--- config.mk ---
export PLATFORM = sky130hd
export DESIGN_NAME = prog_ram_loader_flat
export DESIGN_NICKNAME = d
export VERILOG_FILES = /design/src/rtl/prog_ram_loader_pkg.sv /design/src/rtl/prog_ram_loader_if.sv /design/src/rtl/prog_ram_loader_sp_ram.sv /design/src/rtl/prog_ram_loader.sv /design/src/flat_wrapper.sv
export SDC_FILE = /design/constraint.sdc
export NUM_CORES = 1
export LEC_CHECK = 0
export ABC_CLOCK_PERIOD_IN_PS = 6210
export CAP_MARGIN = 20
export CORE_ASPECT_RATIO = 0.7
export CORE_MARGIN = 5
export CORE_UTILIZATION = 40
export CTS_CLUSTER_DIAMETER = 60
export DETAILED_ROUTE_END_ITERATION = 10
export PLACE_DENSITY = 0.59
export SYNTH_ARGS = -nofsm -noshare
export SYNTH_HDL_FRONTEND = slang
export SYNTH_SLANG_ARGS = --single-unit
--- constraint.sdc ---
create_clock -name clk -period 6.21 [get_ports clk]
set_clock_uncertainty 0.1 [all_clocks]
set_input_delay 1.5525 -clock clk [delete_from_list [all_inputs] [get_ports clk]]
set_output_delay 1.5525 -clock clk [all_outputs]
set_load 0.02 [all_outputs]
--- src/rtl/prog_ram_loader_pkg.sv ---
// prog_ram_loader_pkg: FSM state type and encoding shared by the loader files
package prog_ram_loader_pkg;
  localparam int STATE_W = 2;
  typedef enum logic [STATE_W-1:0] {
    IDLE     = 2'd0,
    LOAD     = 2'd1,
    RB_FETCH = 2'd2,
    RB_SEND  = 2'd3
  } state_e;
endpackage

--- src/rtl/prog_ram_loader_if.sv ---
// prog_ram_loader_if: host load/readback stream and CPU memory port bundle
interface prog_ram_loader_if #(
  parameter int DATA_WIDTH = 8,
  parameter int ADDR_WIDTH = 4
);
  logic                  load_start;
  logic                  ld_abort;
  logic                  ld_valid;
  logic [DATA_WIDTH-1:0] ld_data;
  logic                  ld_ready;
  logic                  ld_busy;
  logic                  ld_done;
  logic [ADDR_WIDTH:0]   ld_count;
  logic [DATA_WIDTH-1:0] checksum;
  logic                  rb_start;
  logic                  rb_valid;
  logic [DATA_WIDTH-1:0] rb_data;
  logic                  rb_ready;
  logic                  cpu_hold;
  logic [ADDR_WIDTH-1:0] cpu_addr;
  logic                  cpu_we;
  logic [DATA_WIDTH-1:0] cpu_wdata;
  logic [DATA_WIDTH-1:0] cpu_rdata;
  modport master (
    output load_start, ld_abort, ld_valid, ld_data, rb_start, rb_ready, cpu_addr, cpu_we, cpu_wdata,
    input  ld_ready, ld_busy, ld_done, ld_count, checksum, rb_valid, rb_data, cpu_hold, cpu_rdata
  );
  modport slave (
    input  load_start, ld_abort, ld_valid, ld_data, rb_start, rb_ready, cpu_addr, cpu_we, cpu_wdata,
    output ld_ready, ld_busy, ld_done, ld_count, checksum, rb_valid, rb_data, cpu_hold, cpu_rdata
  );
endinterface

--- src/rtl/prog_ram_loader_sp_ram.sv ---
// sp_ram: single-port synchronous RAM, read-first registered output, array not reset
module sp_ram #(
  parameter int DATA_WIDTH = 8,
  parameter int ADDR_WIDTH = 4
) (
  input  logic                  clk,
  input  logic                  reset,
  input  logic                  we_i,
  input  logic [ADDR_WIDTH-1:0] addr_i,
  input  logic [DATA_WIDTH-1:0] wdata_i,
  output logic [DATA_WIDTH-1:0] rdata_o
);
  logic [DATA_WIDTH-1:0] mem_q [2**ADDR_WIDTH];
  logic [DATA_WIDTH-1:0] rdata_q;
  // array write; left without reset so it can map onto block RAM
  always_ff @(posedge clk)
    if (we_i) mem_q[addr_i] <= wdata_i;
  // output register samples the old word, giving read-first behaviour
  always_ff @(posedge clk or negedge reset)
    if (!reset) rdata_q <= '0;
    else rdata_q <= mem_q[addr_i];
  assign rdata_o = rdata_q;
endmodule

--- src/rtl/prog_ram_loader.sv ---
// prog_ram_loader: program RAM with streaming loader, readback port and CPU hold
module prog_ram_loader
  import prog_ram_loader_pkg::*;
#(
  parameter int DATA_WIDTH = 8,
  parameter int ADDR_WIDTH = 4,
  parameter int LOAD_WORDS = 2**ADDR_WIDTH
) (
  input logic               clk,
  input logic               reset,
  prog_ram_loader_if.slave  bus
);
  localparam int DEPTH = 2**ADDR_WIDTH;
  localparam logic [ADDR_WIDTH:0] LAST = (ADDR_WIDTH+1)'(LOAD_WORDS-1);
  if (LOAD_WORDS > DEPTH || LOAD_WORDS == 0) begin : g_bad_load_words
    $error("prog_ram_loader: LOAD_WORDS must be within 1..DEPTH");
  end
  state_e                state_q, state_d;
  logic [ADDR_WIDTH-1:0] addr_q, addr_d;
  logic [ADDR_WIDTH:0]   cnt_q, cnt_d;
  logic [DATA_WIDTH-1:0] sum_q, sum_d;
  logic                  done_q, done_d;
  logic                  hold_q;
  logic [DATA_WIDTH-1:0] rd_hold_q;
  logic                  load_we;
  logic [DATA_WIDTH-1:0] ram_q;
  // next state, loader counters and checksum
  always_comb begin
    state_d = state_q;
    addr_d  = addr_q;
    cnt_d   = cnt_q;
    sum_d   = sum_q;
    done_d  = done_q;
    load_we = 1'b0;
    case (state_q)
      IDLE:
        if (bus.load_start) begin
          state_d = LOAD;
          addr_d  = '0;
          cnt_d   = '0;
          sum_d   = '0;
          done_d  = 1'b0;
        end else if (bus.rb_start) begin
          state_d = RB_FETCH;
          addr_d  = '0;
        end
      LOAD:
        if (bus.ld_abort) state_d = IDLE;
        else if (bus.ld_valid) begin
          load_we = 1'b1;
          cnt_d   = cnt_q + 1'b1;
          sum_d   = sum_q + bus.ld_data;
          addr_d  = cnt_q == LAST ? addr_q : addr_q + 1'b1;
          state_d = cnt_q == LAST ? IDLE : LOAD;
          done_d  = cnt_q == LAST;
        end
      RB_FETCH: state_d = RB_SEND;
      RB_SEND:
        if (bus.rb_ready) begin
          state_d = addr_q == '1 ? IDLE : RB_FETCH;
          addr_d  = addr_q == '1 ? addr_q : addr_q + 1'b1;
        end
    endcase
  end
  // state registers; cpu_hold is registered from the next state
  always_ff @(posedge clk or negedge reset)
    if (!reset) begin
      state_q   <= IDLE;
      addr_q    <= '0;
      cnt_q     <= '0;
      sum_q     <= '0;
      done_q    <= 1'b0;
      hold_q    <= 1'b0;
      rd_hold_q <= '0;
    end else begin
      state_q   <= state_d;
      addr_q    <= addr_d;
      cnt_q     <= cnt_d;
      sum_q     <= sum_d;
      done_q    <= done_d;
      hold_q    <= state_d != IDLE;
      rd_hold_q <= hold_q ? rd_hold_q : ram_q;
    end
  sp_ram #(.DATA_WIDTH(DATA_WIDTH), .ADDR_WIDTH(ADDR_WIDTH)) u_ram (
    .clk     (clk),
    .reset   (reset),
    .we_i    (load_we | (~hold_q & bus.cpu_we)),
    .addr_i  (hold_q ? addr_q : bus.cpu_addr),
    .wdata_i (hold_q ? bus.ld_data : bus.cpu_wdata),
    .rdata_o (ram_q)
  );
  assign bus.ld_ready  = state_q == LOAD;
  assign bus.ld_busy   = state_q == LOAD;
  assign bus.ld_done   = done_q;
  assign bus.ld_count  = cnt_q;
  assign bus.checksum  = sum_q;
  assign bus.rb_valid  = state_q == RB_SEND;
  assign bus.rb_data   = state_q == RB_SEND ? ram_q : '0;
  assign bus.cpu_hold  = hold_q;
  assign bus.cpu_rdata = hold_q ? rd_hold_q : ram_q;
endmodule

--- src/flat_wrapper.sv ---
// flat-port wrapper written by rule: the top's interface ports become plain ports
module prog_ram_loader_flat import prog_ram_loader_pkg::*;
#(
  parameter int DATA_WIDTH = 8,
  parameter int ADDR_WIDTH = 4,
  parameter int LOAD_WORDS = 2**ADDR_WIDTH
)
  (clk, reset, bus_load_start, bus_ld_abort, bus_ld_valid, bus_ld_data, bus_rb_start, bus_rb_ready, bus_cpu_addr, bus_cpu_we, bus_cpu_wdata, bus_ld_ready, bus_ld_busy, bus_ld_done, bus_ld_count, bus_checksum, bus_rb_valid, bus_rb_data, bus_cpu_hold, bus_cpu_rdata);
  prog_ram_loader_if #(.DATA_WIDTH(DATA_WIDTH), .ADDR_WIDTH(ADDR_WIDTH)) bus_i ();
  input logic clk;
  input logic reset;
  input wire logic [$bits(bus_i.load_start)-1:0] bus_load_start;
  input wire logic [$bits(bus_i.ld_abort)-1:0] bus_ld_abort;
  input wire logic [$bits(bus_i.ld_valid)-1:0] bus_ld_valid;
  input wire logic [$bits(bus_i.ld_data)-1:0] bus_ld_data;
  input wire logic [$bits(bus_i.rb_start)-1:0] bus_rb_start;
  input wire logic [$bits(bus_i.rb_ready)-1:0] bus_rb_ready;
  input wire logic [$bits(bus_i.cpu_addr)-1:0] bus_cpu_addr;
  input wire logic [$bits(bus_i.cpu_we)-1:0] bus_cpu_we;
  input wire logic [$bits(bus_i.cpu_wdata)-1:0] bus_cpu_wdata;
  output wire logic [$bits(bus_i.ld_ready)-1:0] bus_ld_ready;
  output wire logic [$bits(bus_i.ld_busy)-1:0] bus_ld_busy;
  output wire logic [$bits(bus_i.ld_done)-1:0] bus_ld_done;
  output wire logic [$bits(bus_i.ld_count)-1:0] bus_ld_count;
  output wire logic [$bits(bus_i.checksum)-1:0] bus_checksum;
  output wire logic [$bits(bus_i.rb_valid)-1:0] bus_rb_valid;
  output wire logic [$bits(bus_i.rb_data)-1:0] bus_rb_data;
  output wire logic [$bits(bus_i.cpu_hold)-1:0] bus_cpu_hold;
  output wire logic [$bits(bus_i.cpu_rdata)-1:0] bus_cpu_rdata;
  assign bus_i.load_start = bus_load_start;
  assign bus_i.ld_abort = bus_ld_abort;
  assign bus_i.ld_valid = bus_ld_valid;
  assign bus_i.ld_data = bus_ld_data;
  assign bus_i.rb_start = bus_rb_start;
  assign bus_i.rb_ready = bus_rb_ready;
  assign bus_i.cpu_addr = bus_cpu_addr;
  assign bus_i.cpu_we = bus_cpu_we;
  assign bus_i.cpu_wdata = bus_cpu_wdata;
  assign bus_ld_ready = bus_i.ld_ready;
  assign bus_ld_busy = bus_i.ld_busy;
  assign bus_ld_done = bus_i.ld_done;
  assign bus_ld_count = bus_i.ld_count;
  assign bus_checksum = bus_i.checksum;
  assign bus_rb_valid = bus_i.rb_valid;
  assign bus_rb_data = bus_i.rb_data;
  assign bus_cpu_hold = bus_i.cpu_hold;
  assign bus_cpu_rdata = bus_i.cpu_rdata;
  prog_ram_loader #(.DATA_WIDTH(DATA_WIDTH), .ADDR_WIDTH(ADDR_WIDTH), .LOAD_WORDS(LOAD_WORDS)) u_core (.clk(clk), .reset(reset), .bus(bus_i));
endmodule
### Word-level counts from Yosys, hierarchy flattened

Memory sizes are Yosys's and may differ from the RTL's. A register that Yosys moved wholly into a read port is not among the register bits.
Index checks and enable logic that the tools add are counted.

| storage, ports and cells | value |
|---|---|
| input bits | 28 |
| memory bits (writable) | 128 |
| memories | 1 |
| register bits after elaboration | 29 |
| word-level logic and storage cells | 70 |
| output and inout bits | 34 |

Memory list:

| memory | depth | width | read ports | clocked after memory_dff | write ports | RTL line | source |
|---|---|---|---|---|---|---|---|
| u_core.u_ram.mem_q | 16 | 8 | 1 | 1 | 1 | prog_ram_loader_sp_ram.sv:13 | `logic [DATA_WIDTH-1:0] mem_q [2**ADDR_WIDTH];` |

| operators by class | value |
|---|---|
| muxes and demuxes | 37 |
| reduce and logical (&&, ||, !) cells | 7 |
| eq/ne operators | 12 |
| bitwise operators | 3 |
| add/subtract/negate cells | 3 |

Operators with widths:

| operator | number |
|---|---|
| 8-bit two-way mux | 6 |
| 4-bit two-way mux | 8 |
| 8-bit one-hot mux with 2 select lines | 1 |
| 5-bit two-way mux | 3 |
| 2-bit two-way mux | 6 |
| 2-bit != test (second input constant) | 6 |
| 4-bit one-hot mux with 3 select lines | 1 |
| 5-bit one-hot mux with 2 select lines | 1 |
| 1-bit two-way mux | 9 |
| 8-bit adder | 1 |
| 2-bit one-hot mux with 4 select lines | 1 |
| 7-bit AND reduction | 1 |
| 5-bit by 1-bit adder with 5-bit output (second input constant) | 1 |
| 5-bit by 4-bit == test with 1-bit output (second input constant) | 1 |
| 4-bit by 1-bit adder with 4-bit output (second input constant) | 1 |
| 2-bit == test (second input constant) | 2 |
| 4-bit == test (second input constant) | 1 |
| 4-bit AND reduction | 1 |
| 2-bit nonzero test | 2 |
| 3-bit != test (second input constant) | 1 |
| 3-bit nonzero test | 1 |
| 2-bit by 1-bit == test with 1-bit output (second input constant) | 1 |
| 2-bit zero test | 1 |
| 1-bit one-hot mux with 2 select lines | 1 |
| other kinds (4) | 4 |

### Logic depth before layout (Yosys ltp)

Gate-level depths: netlist of run 1.

| depth | value |
|---|---|
| depth in word-level cells | 6 |
| mapped depth | 7 |
| gate-level depth less buffers | 7 |

### By module

Synthesis of run 1 repeated with hierarchy kept, for this count alone.

| second synthesis, totals | value |
|---|---|
| cells, all modules | 412 |
| area total of the unflattened synthesis | 6,922.9 um^2 |

By module, submodules not included:

| module | instances | seq. area each (um^2) | cells an instance | area an instance (um^2) |
|---|---|---|---|---|
| sp_ram | 1 | 4,043.9 | 230 | 5,107.4 |
| prog_ram_loader | 1 | 725.7 | 182 | 1,815.5 |

### Least setup slack after synthesis of run 1

OpenSTA, ideal clock, no wires.

| path | value |
|---|---|
| kind | in2reg |
| start | input port bus_cpu_addr[0] |
| end | memory u_core.u_ram.mem_q[12][0] (enable) |
| path buffers | 1 |
| required time | 5,740 ps |
| stages | 6 |
| setup slack | 2,772 ps |
| setup time | 370 ps |
| arrival | 2,968 ps |
| cells stage by stage | nor2b_1 > a21oi_2 > buf_2 > nor2b_1 > nand2_1 > nor2_1 |

| between the ends | value |
|---|---|
| word-level cells in the longest chain between the ends | 1 |

Ends and longest elaborated chain:

| element | RTL line | source |
|---|---|---|
| from (decl) | flat_wrapper.sv:18 | `input wire logic [$bits(bus_i.cpu_addr)-1:0] bus_cpu_addr;` |
| 4-bit two-way mux | prog_ram_loader.sv:88 | `.addr_i (hold_q ? addr_q : bus.cpu_addr),` |
| to (decl) | prog_ram_loader_sp_ram.sv:13 |  |

No other way between the ends.

### Worst setup path in the final report of run 1

| path | value |
|---|---|
| start | register u_core.state_q[0] |
| end | output port bus_ld_busy |

| between the ends | value |
|---|---|
| word-level cells in the longest chain between the ends | 1 |

Ends and longest elaborated chain:

| element | RTL line | source |
|---|---|---|
| from (decl) | prog_ram_loader.sv:18 | `state_e state_q, state_d;` |
| from (signal assigned) | prog_ram_loader.sv:76 | `state_q <= state_d;` |
| 2-bit by 1-bit == test with 1-bit output | prog_ram_loader.sv:93 | `assign bus.ld_busy = state_q == LOAD;` |
| to (decl) | flat_wrapper.sv:22 | `output wire logic [$bits(bus_i.ld_busy)-1:0] bus_ld_busy;` |

No other way between the ends.

==> results of run 1 <==
[registers in the layout, summed over array words and instances (netlist names), 2 cells and up]
signal	count
u_core.bus.ld_count	5
u_core.u_ram.mem_q	128
u_core.rd_hold_q	8
u_core.state_q	2
u_core.addr_q	4
u_core.u_ram.rdata_o	8
u_core.bus.checksum	8
[per-stage QoR]
| step | util [%] | cell area, sq um | setup slack [ns] | total power [uW] | cells |
|---|---|---|---|---|---|
| after floorplan | - | 6930 | 2.77 | 2080 | 482 |
| after global placement | 45.5 | 7760 | 1.98 | 2470 | 755 |
| after detailed placement | 45.5 | 7760 | 1.93 | 2480 | 755 |
| after CTS | 48.5 | 8280 | 2.25 | 3430 | 787 |
| after global routing | 48.5 | 8280 | 2.14 | 3570 | 787 |
| final | 48.5 | 8280 | 2.32 | 3410 | 787 |
[report_power, final]
part           switching, uW  internal, uW  total, uW  leakage, uW
sequential              93.9          1290       1380      0.00162
combinational            626           459       1080      0.00115
clock                    433           511        944     0.000247
total                   1150          2260       3410      0.00301
[kinds of logic (layout without fill, tap and decap cells)]
group	count (synthesis)	count (layout)
AOI/OAI and AO/OA	124	124
xor gates and xnor gates	7	7
adders and majority gates	11	11
buffers and inverters	34	108
DFF	165	165
muxes	48	48
and+or+nand+nor	93	93
[synth_stat cells, types with 16 or more instances]
master | count | area share [%]
nor2_1 | 27 | 1.5
mux2i_1 | 32 | 4.6
a22oi_1 | 32 | 3.5
nand2_1 | 24 | 1.3
o22ai_1 | 17 | 1.5
mux2_2 | 16 | 2.6
edfxtp_1 | 128 | 55
a21oi_1 | 26 | 1.9
dfrtp_1 | 37 | 13
o21ai_0 | 17 | 1.2
[worst paths after layout]
path                            slack, ns                            endpoint                           from
worst max register to register       3.13  u_core.u_ram.mem_q[4][3]$_DFFE_PP_  u_core.bus.cpu_hold$_DFF_PN0_
max in group asynchronous            4.27   u_core.u_ram.rdata_o[6]$_DFF_PN0_                          reset
worst max-delay path                 2.32                         bus_ld_busy    u_core.state_q[0]$_DFF_PN0_
worst min register to register       0.40       u_core.rd_hold_q[3]$_DFF_PN0_  u_core.rd_hold_q[3]$_DFF_PN0_
min in group asynchronous            1.15  u_core.bus.ld_count[1]$_DFFE_PN0P_                          reset
worst min-delay path                 0.40       u_core.rd_hold_q[3]$_DFF_PN0_  u_core.rd_hold_q[3]$_DFF_PN0_
[final cells by class]
type	count	area (sq um)
Clock buffer	21	440
Clock inverter	11	80.1
Fill cell	1483	8790
Inverter	10	37.5
Multi-Input combinational cell	283	2020
Sequential cell	165	4770
Tap cell	231	289
Timing Repair Buffer	66	643
[routing by layer]
metal / vias up / GRT usage (%) / share of wire (%)
li1: 1998 / - / -
met1: 2134 / 25.5 / 49
met2: 159 / 24.7 / 42
met3: 23 / 5.30 / 7.5
met4: 0 / 5.47 / 1.5
met5: - / 0 / 0
[worst reg2reg max path, stage by stage, from the launching register on]
cell      delay (ns)
dfrtp_1         0.57
buf_4           0.37
inv_1           0.13
a21boi_0        0.51
nand2_1         0.31
nor2_1          0.71
==> flow_summary.html, run 1 <==
<table>
<tr><th>Metric</th><th>Value</th></tr>
<tr><th colspan="2">Setup path</th></tr>
<tr><td>Buffers and inverters on the worst path</td><td>1</td></tr>
<tr><td>Crit-path max FO</td><td>21</td></tr>
<tr><td>Setup Crit Path Kind</td><td>reg2out</td></tr>
<tr><td>Critical Path, Cell by Cell</td><td>nor2b_1, clkdlybuf4s50_1</td></tr>
<tr><td>Depth of the worst register-to-register path</td><td>5</td></tr>
<tr><td>Worst setup SP type</td><td>flop</td></tr>
<tr><td>Cell type of the slowest stage on the worst timing path</td><td>clkdlybuf4s50_1</td></tr>
<tr><td>Max incr delay on CP</td><td>0.69 ns</td></tr>
<tr><td>Crit path max-delay family</td><td>buffers and inverters</td></tr>
<tr><td>Total number of cells along the worst setup path</td><td>2</td></tr>
<tr><td>Worst EP required</td><td>4.56 ns</td></tr>
<tr><td>CP Capture Type</td><td>primary output</td></tr>
<tr><td>Crit path arrival time</td><td>about 2.2 ns</td></tr>
<tr><th colspan="2">Floorplanning</th></tr>
<tr><td>Die extent in y</td><td>120 um</td></tr>
<tr><td>Width of the die</td><td>around 170 um</td></tr>
<tr><td>Initial Utilization</td><td>40.6%</td></tr>
<tr><td>Core Region</td><td>17,100 sq um</td></tr>
<tr><td>Total die area</td><td>20,100 sq um</td></tr>
<tr><td>Io pins</td><td>slightly above 60</td></tr>
<tr><td>Row cnt</td><td>40</td></tr>
<tr><th colspan="2">Clocking</th></tr>
<tr><td>Clock net sink count</td><td>165</td></tr>
<tr><td>Clock tree from TritonCTS</td><td>yes</td></tr>
<tr><td>Post-CTS Hold Buffers</td><td>0</td></tr>
<tr><td>H-tree lvl count</td><td>4</td></tr>
<tr><td>Clk buf depth</td><td>2</td></tr>
<tr><td>Total clock buffers created by CTS</td><td>17</td></tr>
<tr><td>Clk root buf</td><td>clkbuf_16</td></tr>
<tr><td>Clk slew on worst S/H paths</td><td>0.06 ns</td></tr>
<tr><td>Insertion delay of the later-clocked pin in the worst-skew pair</td><td>0.43 ns</td></tr>
<tr><td>CTS resizes</td><td>0</td></tr>
<tr><td>Postcts setup bufs</td><td>0</td></tr>
<tr><th colspan="2">Drt</th></tr>
<tr><td>Routed WL</td><td>17,000 um</td></tr>
<tr><td>DRC errors left</td><td>0</td></tr>
<tr><td>Detailed-routing iteration count for the pre-antenna-repair pass</td><td>5</td></tr>
<tr><td>Detailed-route vias per instance</td><td>around 5.5</td></tr>
<tr><td>Initial detailed-routing violation count</td><td>335</td></tr>
<tr><td>Vias post-DR</td><td>approximately 4,300</td></tr>
<tr><td>Remaining number of nets flagged by the antenna check after routing</td><td>0</td></tr>
<tr><td>Routed wirelength normalized by instance count</td><td>around 22 um</td></tr>
<tr><th colspan="2">Layout</th></tr>
<tr><td>Area Growth Syn to Fin</td><td>19.4%</td></tr>
<tr><td>Post-layout net count</td><td>582</td></tr>
<tr><td>Leading cell type in the layout, fill and taps excluded</td><td>edfxtp_1</td></tr>
<tr><td>Share of cells above drive strength 1</td><td>9.89%</td></tr>
<tr><td>Ant diodes</td><td>0</td></tr>
<tr><td>Commonest cells after routing, fill and taps aside</td><td>128 x edfxtp_1, 60 x clkdlybuf4s50_1, 37 x dfrtp_1, 32 x mux2i_1, 32 x a22oi_1</td></tr>
<tr><th colspan="2">Place</th></tr>
<tr><td>Count of buffers from port buffering</td><td>roughly 60</td></tr>
<tr><td>Global placement routability congestion</td><td>0.830</td></tr>
<tr><td>Half-perimeter wire length of the detailed placement result</td><td>11,400 um</td></tr>
<tr><th colspan="2">Global routing</th></tr>
<tr><td>Largest net degree at the start of global routing</td><td>38</td></tr>
<tr><td>Initial antenna violation count</td><td>0</td></tr>
<tr><td>Vias in the first global route</td><td>4,312</td></tr>
<tr><td>Aggregate global routing overflow</td><td>0</td></tr>
<tr><td>Wire length of the first global-routing pass</td><td>26,100 um</td></tr>
<tr><td>Global-route usage over all layers</td><td>between 15 and 20%</td></tr>
<tr><th colspan="2">Logic synthesis</th></tr>
<tr><td>Gate count after technology mapping</td><td>slightly below 500</td></tr>
<tr><td>Post-synthesis share of cell area spent on and, or, nand and nor gates</td><td>6.73%</td></tr>
<tr><td>Dominant combinational cell family by area after synthesis</td><td>compound AO/OA/AOI/OAI gates</td></tr>
<tr><td>Most instantiated flip-flop cell in the synthesis netlist</td><td>edfxtp_1</td></tr>
<tr><td>Number of warnings printed during yosys synthesis</td><td>0</td></tr>
<tr><td>Mux contribution to synthesized area</td><td>7.22%</td></tr>
<tr><td>Count of different cell masters after synthesis</td><td>51</td></tr>
<tr><td>Average cell area after synthesis</td><td>between 10 and 15 sq um</td></tr>
<tr><td>Compound-gate portion of the synthesized area</td><td>12.1%</td></tr>
<tr><td>Xor/xnor share of the synthesized area</td><td>0.884%</td></tr>
<tr><td>Syn Nets</td><td>roughly 520</td></tr>
<tr><td>Proportion of synthesized flip-flops having asynchronous set or reset</td><td>22.4%</td></tr>
<tr><td>Seq cells post-synth</td><td>165</td></tr>
<tr><td>Cell area after technology mapping</td><td>6930 sq um</td></tr>
<tr><td>Adder and majority gate portion of the synthesized area</td><td>~2.1%</td></tr>
<tr><td>Number of enable flip-flop cells after synthesis</td><td>approximately 130</td></tr>
<tr><td>Sequential-to-total area share from yosys stat</td><td>68.8%</td></tr>
<tr><th colspan="2">STA</th></tr>
<tr><td>Max-slew violations</td><td>0</td></tr>
<tr><td>Final cycle utilization of the critical path</td><td>62.6%</td></tr>
<tr><td>Transition time at the pin with the least slew margin</td><td>about 1.1 ns</td></tr>
<tr><td>Final-report hold violation count</td><td>0</td></tr>
<tr><td>TNS Setup</td><td>0 ns</td></tr>
<tr><td>Unrepaired setup endpoints after global routing</td><td>no</td></tr>
<tr><td>Highest clock rate</td><td>about 0.26 GHz</td></tr>
<tr><td>Clock period minus final worst setup slack</td><td>approximately 3.9 ns</td></tr>
<tr><td>Worst hold margin</td><td>around 0.4 ns</td></tr>
<tr><td>Max-Slew Margin vs Limit</td><td>23.8%</td></tr>
<tr><td>Number of setup violations in the final report</td><td>0</td></tr>
<tr><th colspan="2">Run</th></tr>
<tr><td>MaxCap Viol Count</td><td>0</td></tr>
<tr><th colspan="2">Power</th></tr>
<tr><td>Worst IR drop on VDD</td><td>0.178 mV</td></tr>
<tr><td>Leakage dissipation</td><td>0.00301 uW</td></tr>
<tr><td>Total power density per cell area</td><td>between 400 and 500 nW/um^2</td></tr>
<tr><th colspan="2">Worst hold path</th></tr>
<tr><td>Hold Path Depth</td><td>1</td></tr>
<tr><td>Class of the tightest hold or removal check</td><td>reg2reg</td></tr>
<tr><th colspan="2">Run status</th></tr>
<tr><td>Result of the run</td><td>finished clean</td></tr>
</table>
(Power assumes the default switching activity.)
==> run 2, diff against run 1 <==
Settings changed: ABC_CLOCK_PERIOD_IN_PS 6210 to 3700.
Clock period 6.21 ns to 3.7 ns, I/O delays scaled along.
==> run 2 against run 1 <==
  * Flip-flop and latch count stayed put
  * Cell count is 2.3% higher
  * Critical path depth stayed put
  * Non-clock buffer count is 18 higher
  * Die area stayed put
  * Count of clock-buffer cells in the layout is 4 lower
  * Total power is 77% higher
  * Sequential share of layout area is 1.8 points lower
  * Sequential power is 68% higher
  * Final area is 3.3% higher
  * Via count is 1.0% higher
==> flow_summary.html, run 2 (same netlist as run 1, synthesis figures left out) <==
<table>
<tr><th>Metric</th><th>Value</th></tr>
<tr><th colspan="2">Run status</th></tr>
<tr><td>Result of the run</td><td>finished clean</td></tr>
<tr><th colspan="2">Setup path</th></tr>
<tr><td>Depth of the worst register-to-register path</td><td>6</td></tr>
<tr><td>Cell type of the slowest stage on the worst timing path</td><td>dfrtp_1</td></tr>
<tr><td>Worst reg2reg startpoint</td><td>u_core.bus.cpu_hold$_DFF_PN0_</td></tr>
<tr><td>Worst setup SP type</td><td>flop</td></tr>
<tr><td>Critical Path, Cell by Cell</td><td>mux2_2, clkdlybuf4s50_1</td></tr>
<tr><td>Flop2flop setup slack</td><td>0.60 ns</td></tr>
<tr><td>End of the worst register-to-register path</td><td>u_core.u_ram.rdata_o[3]$_DFF_PN0_</td></tr>
<tr><td>CP Capture Type</td><td>primary output</td></tr>
<tr><td>Setup Crit Path Kind</td><td>reg2out</td></tr>
<tr><td>Crit-path max FO</td><td>21</td></tr>
<tr><td>Worst EP required</td><td>2.67 ns</td></tr>
<tr><td>Crit path arrival time</td><td>2.32 ns</td></tr>
<tr><td>Startpoint of the most critical setup path</td><td>u_core.bus.cpu_hold$_DFF_PN0_</td></tr>
<tr><td>Max incr delay on CP</td><td>0.92 ns</td></tr>
<tr><th colspan="2">Power</th></tr>
<tr><td>Switching pwr</td><td>1950 uW</td></tr>
<tr><td>Internal power consumption</td><td>4100 uW</td></tr>
<tr><td>Proportion of power drawn by flip-flops and latches</td><td>38.4%</td></tr>
<tr><td>Total power density per cell area</td><td>707 nW/um^2</td></tr>
<tr><td>Switching share of power</td><td>between 30% and 40%</td></tr>
<tr><td>Worst IR drop on VDD</td><td>between 0.3 and 0.4 mV</td></tr>
<tr><td>Combinational share of power</td><td>~30%</td></tr>
<tr><td>Fraction of power consumed by the clock network</td><td>between 30% and 40%</td></tr>
<tr><td>Leakage dissipation</td><td>0.00318 uW</td></tr>
<tr><th colspan="2">Clocking</th></tr>
<tr><td>Clock net sink count</td><td>165</td></tr>
<tr><td>Clk slew on worst S/H paths</td><td>0.06 ns</td></tr>
<tr><td>Clk root buf</td><td>clkbuf_16</td></tr>
<tr><td>Total clock buffers created by CTS</td><td>17</td></tr>
<tr><td>Post-CTS Hold Buffers</td><td>0</td></tr>
<tr><td>CTS resizes</td><td>0</td></tr>
<tr><td>Insertion delay of the later-clocked pin in the worst-skew pair</td><td>0.42 ns</td></tr>
<tr><td>Postcts setup bufs</td><td>0</td></tr>
<tr><td>H-tree lvl count</td><td>4</td></tr>
<tr><td>Clk buf depth</td><td>2</td></tr>
<tr><td>Clock tree from TritonCTS</td><td>yes</td></tr>
<tr><th colspan="2">Layout</th></tr>
<tr><td>Register with the highest flop count</td><td>u_core.u_ram.mem_q</td></tr>
<tr><td>Post-layout net count</td><td>600</td></tr>
<tr><td>Flip-flop count of the largest register, all copies and words added</td><td>between 100 and 150</td></tr>
<tr><td>Final std cells w/o fill</td><td>805</td></tr>
<tr><td>Fillers</td><td>1,443</td></tr>
<tr><td>Commonest cells after routing, fill and taps aside</td><td>128 x edfxtp_1, 60 x clkdlybuf4s50_1, 37 x dfrtp_1, 32 x mux2i_1, 32 x a22oi_1</td></tr>
<tr><td>Ant diodes</td><td>0</td></tr>
<tr><td>Share of cells above drive strength 1</td><td>13.8%</td></tr>
<tr><td>Area Growth Syn to Fin</td><td>23.3%</td></tr>
<tr><td>Leading cell type in the layout, fill and taps excluded</td><td>edfxtp_1</td></tr>
<tr><th colspan="2">Place</th></tr>
<tr><td>Count of buffers from port buffering</td><td>61</td></tr>
<tr><td>Half-perimeter wire length of the detailed placement result</td><td>about 12,000 um</td></tr>
<tr><td>Global placement routability congestion</td><td>approximately 0.80</td></tr>
<tr><td>Post-Place Cells</td><td>about 770</td></tr>
<tr><th colspan="2">Worst hold path</th></tr>
<tr><td>Hold path endpoint</td><td>u_core.rd_hold_q[4]$_DFF_PN0_</td></tr>
<tr><td>Min-Delay Startpoint</td><td>u_core.rd_hold_q[4]$_DFF_PN0_</td></tr>
<tr><td>Class of the tightest hold or removal check</td><td>reg2reg</td></tr>
<tr><td>Hold Path Depth</td><td>1</td></tr>
<tr><th colspan="2">STA</th></tr>
<tr><td>Unrepaired setup endpoints after global routing</td><td>no</td></tr>
<tr><td>Clock period minus final worst setup slack</td><td>approximately 3.3 ns</td></tr>
<tr><td>Final-report hold violation count</td><td>0</td></tr>
<tr><td>Final cycle utilization of the critical path</td><td>90.3%</td></tr>
<tr><td>Transition time at the pin with the least slew margin</td><td>0.908 ns</td></tr>
<tr><td>Max-Slew Margin vs Limit</td><td>39.1%</td></tr>
<tr><td>TNS Setup</td><td>0 ns</td></tr>
<tr><td>Max-slew violations</td><td>0</td></tr>
<tr><td>Number of setup violations in the final report</td><td>0</td></tr>
<tr><td>Highest clock rate</td><td>around 0.30 GHz</td></tr>
<tr><th colspan="2">Floorplanning</th></tr>
<tr><td>Die extent in y</td><td>120 um</td></tr>
<tr><td>Io pins</td><td>62</td></tr>
<tr><td>Width of the die</td><td>167 um</td></tr>
<tr><td>Core Region</td><td>17,100 sq um</td></tr>
<tr><td>Row cnt</td><td>40</td></tr>
<tr><td>Total die area</td><td>20,100 sq um</td></tr>
<tr><td>Initial Utilization</td><td>40.6%</td></tr>
<tr><th colspan="2">Global routing</th></tr>
<tr><td>Aggregate global routing overflow</td><td>0</td></tr>
<tr><td>Global-route usage over all layers</td><td>17.3%</td></tr>
<tr><td>Largest net degree at the start of global routing</td><td>38</td></tr>
<tr><td>Wire length of the first global-routing pass</td><td>around 26,000 um</td></tr>
<tr><td>Vias in the first global route</td><td>4,265</td></tr>
<tr><td>Initial antenna violation count</td><td>0</td></tr>
<tr><th colspan="2">Drt</th></tr>
<tr><td>DRC errors left</td><td>0</td></tr>
<tr><td>Routed WL</td><td>16,900 um</td></tr>
<tr><td>Vias post-DR</td><td>4,359</td></tr>
<tr><td>Initial detailed-routing violation count</td><td>551</td></tr>
<tr><td>Detailed-route vias per instance</td><td>approximately 5.4</td></tr>
<tr><td>Detailed-routing iteration count for the pre-antenna-repair pass</td><td>5</td></tr>
<tr><td>Remaining number of nets flagged by the antenna check after routing</td><td>0</td></tr>
<tr><td>Routed wirelength normalized by instance count</td><td>about 21 um</td></tr>
<tr><th colspan="2">Run</th></tr>
<tr><td>MaxCap Viol Count</td><td>0</td></tr>
</table>
==> run 2: routing by layer <==
metal	GRT usage (%)	wire length (um)	up-vias
met5	0	0	-
met4	4.82	204	0
met3	4.58	1240	17
met2	23.4	6810	172
met1	27.2	8680	2134
li1	-	-	2036
==> run 2: layout make-up <==
cell class                 instances  area (sq um)  area share [%]
sequential                       165          4770            55.8
clock buffer                      17           425            4.97
multi-input combinational        283          2030            23.7
tap                              231           289            3.38
timing repair buffer              84           791            9.25
inverter                          10          37.5           0.439
clock inverter                    15           215            2.52
==> run 2: power groups by stage <==
stage	sequential [uW]	combinational (uW)	clock, uW
floorplan	2330	1160	0
global placement	2350	1780	0
detailed placement	2360	1820	0
CTS	2320	1830	1920
global route	2350	1980	2010
finish	2320	1830	1890
==> run 2: metrics by stage <==
stage	hold slack [ns]	util, %	worst slack [ns]	power (uW)	instance area (sq um)
4_1_cts	0.404	50.1	0.315	6080	8550
3_3_place_gp	0.382	46.4	0.429	4130	7910
3_5_place_dp	0.384	46.4	0.370	4180	7910
5_1_grt	0.415	50.1	0.217	6340	8550
6_report	0.402	50.1	0.359	6050	8550
2_1_floorplan	0.459	-	0.889	3480	6930
==> run 2: worst max-delay path by stage <==
| stage | endpoint | slack [ns] | cells after the start |
|---|---|---|---|
| global placement | u_core.u_ram.rdata_o[3]$_DFF_PN0_ | 0.43 | 6 |
| global route | bus_ld_busy | 0.22 | 2 |
| floorplan | u_core.u_ram.mem_q[12][0]$_DFFE_PP_ | 0.89 | 6 |
| finish | bus_cpu_rdata[1] | 0.36 | 2 |
| detailed placement | u_core.u_ram.rdata_o[3]$_DFF_PN0_ | 0.37 | 7 |
| CTS | bus_cpu_rdata[1] | 0.32 | 2 |
==> run 2: worst max-delay path: cells and delay by family (launching register included) <==
family	cells	cell delay, ns
buf+inv	1	0.55
flops	1	0.92
mux	1	0.43
==> RTL edit: new RTL, flow settings as in run 2 <==
`addr_q` no longer has a reset.
--- a/src/rtl/prog_ram_loader.sv
+++ b/src/rtl/prog_ram_loader.sv
@@ -66,7 +66,6 @@
   always_ff @(posedge clk or negedge reset)
     if (!reset) begin
       state_q   <= IDLE;
-      addr_q    <= '0;
       cnt_q     <= '0;
       sum_q     <= '0;
       done_q    <= 1'b0;
@@ -74,13 +73,16 @@
       rd_hold_q <= '0;
     end else begin
       state_q   <= state_d;
-      addr_q    <= addr_d;
       cnt_q     <= cnt_d;
       sum_q     <= sum_d;
       done_q    <= done_d;
       hold_q    <= state_d != IDLE;
       rd_hold_q <= hold_q ? rd_hold_q : ram_q;
     end
+
+  always_ff @(posedge clk) begin
+    addr_q <= addr_d;
+  end
   sp_ram #(.DATA_WIDTH(DATA_WIDTH), .ADDR_WIDTH(ADDR_WIDTH)) u_ram (
     .clk     (clk),
     .reset   (reset),
Behaviour: no difference found for any inputs over 4 cycles, from zero or initial values and one cycle with reset low; that may be too few to reach the edited logic, so the function may still have changed.
==> RTL edit against run 2 <==
  * Global-route usage decreased by 0.19 points
  * Design area decreased by 0.22%
  * Fmax decreased by 2.9%
  * First-iteration DRC count decreased by 28%
  * Critical endpoint is now bus_cpu_rdata[7]
  * Sequential share of layout area increased by 0.36 points
  * Total power decreased by 0.70%
  * Area after synthesis decreased by 0.16%
  * Worst setup slack got worse by 0.099 ns
  * Sequential cell count unchanged
  * Routed wire length decreased by 1.5%
  * Highest routed layer unchanged
==> RTL edit: results (changes against run 2) <==
- The first-pass GRT wire length is 26000 µm (-0.43%).
- The cell depth of the worst hold path is 2 (+1).
- The ratio of routed vias to standard cells is 5.44 (+0.52%).
- The adder and majority gate portion of the synthesized area came to 2.10% (+0.0034 points).
- Sorting the synthesized cells by how often they occur yields sky130_fd_sc_hd__edfxtp_1 (132), sky130_fd_sc_hd__dfrtp_1 (33), sky130_fd_sc_hd__a22oi_1 (32), sky130_fd_sc_hd__nor2_1 (26), sky130_fd_sc_hd__a21oi_1 (24).
- The post-synthesis cell type count is 54 (+5.9%).
- The worst reg2reg path depth is 5 (-1).
- The multiplexer share of the synthesized area was 7.95% (+0.73 points).
- The gate count of the mapped netlist was 452 (-6.2%).
- The placed instance area is 7970 µm² (+0.66%).
- The global routing usage on met1 is 26.0% (-1.2 points).
- The share of synthesized area occupied by flip-flops and latches is 69.2% (+0.40 points).
- The overall track demand over capacity in global routing was 17.1% (-0.19 points).
- The met3 usage in global routing is 4.48% (-0.099 points).
- The endpoint of the worst hold path is u_core.bus.ld_done.
- The static leakage is 3.05 nW (-4.3%).
- The largest delay contributor family on the critical path is buffers and inverters.
- The power density over the cells is 704 nW/µm² (-0.48%).
- The met2 capacity usage during global routing is 24.6% (+1.3 points).
- The total number of nets in the final design is 578 (-3.7%).
- The fraction of the mapped netlist area in compound gates is 10.6% (-1.4 points).
- The minimum setup slack among reg-to-reg paths is 0.62 ns (+0.02 ns).
- The worst endpoint data arrival time is 2.41 ns (+0.09 ns).
- The flow ran to the end, and the final reports show no timing, DRC or antenna violations.
- The total instance count after detailed placement is 751 (-2.8%).
- The terminus of the critical flop-to-flop path is u_core.u_ram.rdata_o[5].
- The number of DRC violations after detailed-routing iteration 0 is 396 (-28%).
- The wire length on met3 is 1160 µm (-6.5%).
- The post-synthesis async set-or-reset flop share is 20.0% (-2.4 points).
- The xor-xnor portion of the synthesized cell area came to 0.886% (+0.0014 points).
- The wire length on met1 is 7990 µm (-7.9%).
- The startpoint identified for the worst hold timing path is u_core.bus.ld_done.
- The pin count of the biggest net entering global routing was 34 (-11%).
- In the post-synthesis netlist, the biggest area contributors are sky130_fd_sc_hd__edfxtp_1 (57%), sky130_fd_sc_hd__dfrtp_1 (12%), sky130_fd_sc_hd__mux4_2 (5.2%), sky130_fd_sc_hd__a22oi_1 (3.5%), sky130_fd_sc_hd__mux2_2 (2.6%).
- The number of nets produced by synthesis is 491 (-5.8%).
- The sum of net half-perimeters after detailed placement is 11900 µm (+2.7%).
- The number of filler instances in the final layout is 1408 (-2.4%).
- The fraction of final layout cells with drive strength greater than 1 is 18.5% (+4.7 points).
[RTL edit: cell types whose count changed in the layout (fill, tap and decap cells not counted), sizes merged, moves of 4 or more]
cell | run 2 | this run
a22o | 5 | 10
edfxtp | 128 | 132
nand2 | 24 | 19
o2bb2ai | 4 | 0
mux4 | 0 | 16
or3 | 0 | 8
a21oi | 28 | 24
or4 | 8 | 0
buf | 24 | 30
dfrtp | 37 | 33
mux2i | 32 | 1
o22ai | 17 | 3
[RTL edit: logic make-up after synthesis]
group / Yosys count
simple gates: 96
buf+inv: 33
mux: 33
compound gates: 107
xor+xnor: 7
fa+ha+maj: 11
flops: 165
[RTL edit: power groups by stage]
stage | clock network (W) | logic, W | registers (W)
after global routing | 0.00180 | 0.00211 | 0.00241
final | 0.00167 | 0.00195 | 0.00239
after detailed placement | 0 | 0.00196 | 0.00242
after CTS | 0.00171 | 0.00196 | 0.00239
after floorplan | 0 | 0.00120 | 0.00239
after global placement | 0 | 0.00191 | 0.00242
[RTL edit: worst register-to-register path, delay by kind of cell, from the launching register on]
kind,cells,cell delay (ns)
muxes,2,1.23
and+or+nand+nor,1,0.30
buffers and inverters,1,0.32
AOI/OAI and AO/OA,1,0.25
DFF,1,0.77
[RTL edit: final cells by class]
class | count | area share [%]
timing repair buffer | 91 | 9.79
tap | 231 | 3.39
clock buffer | 19 | 5.19
clock inverter | 13 | 1.48
sequential | 165 | 56.1
multi-input combinational | 254 | 23.6
inverter | 10 | 0.440
[RTL edit: through the flow]
step                      worst slack, ns  power (W)
after floorplan                     0.804    0.00359
after global placement              0.196    0.00433
after detailed placement            0.109    0.00438
after CTS                           0.245    0.00606
after global routing                0.173    0.00632
final                               0.260    0.00601
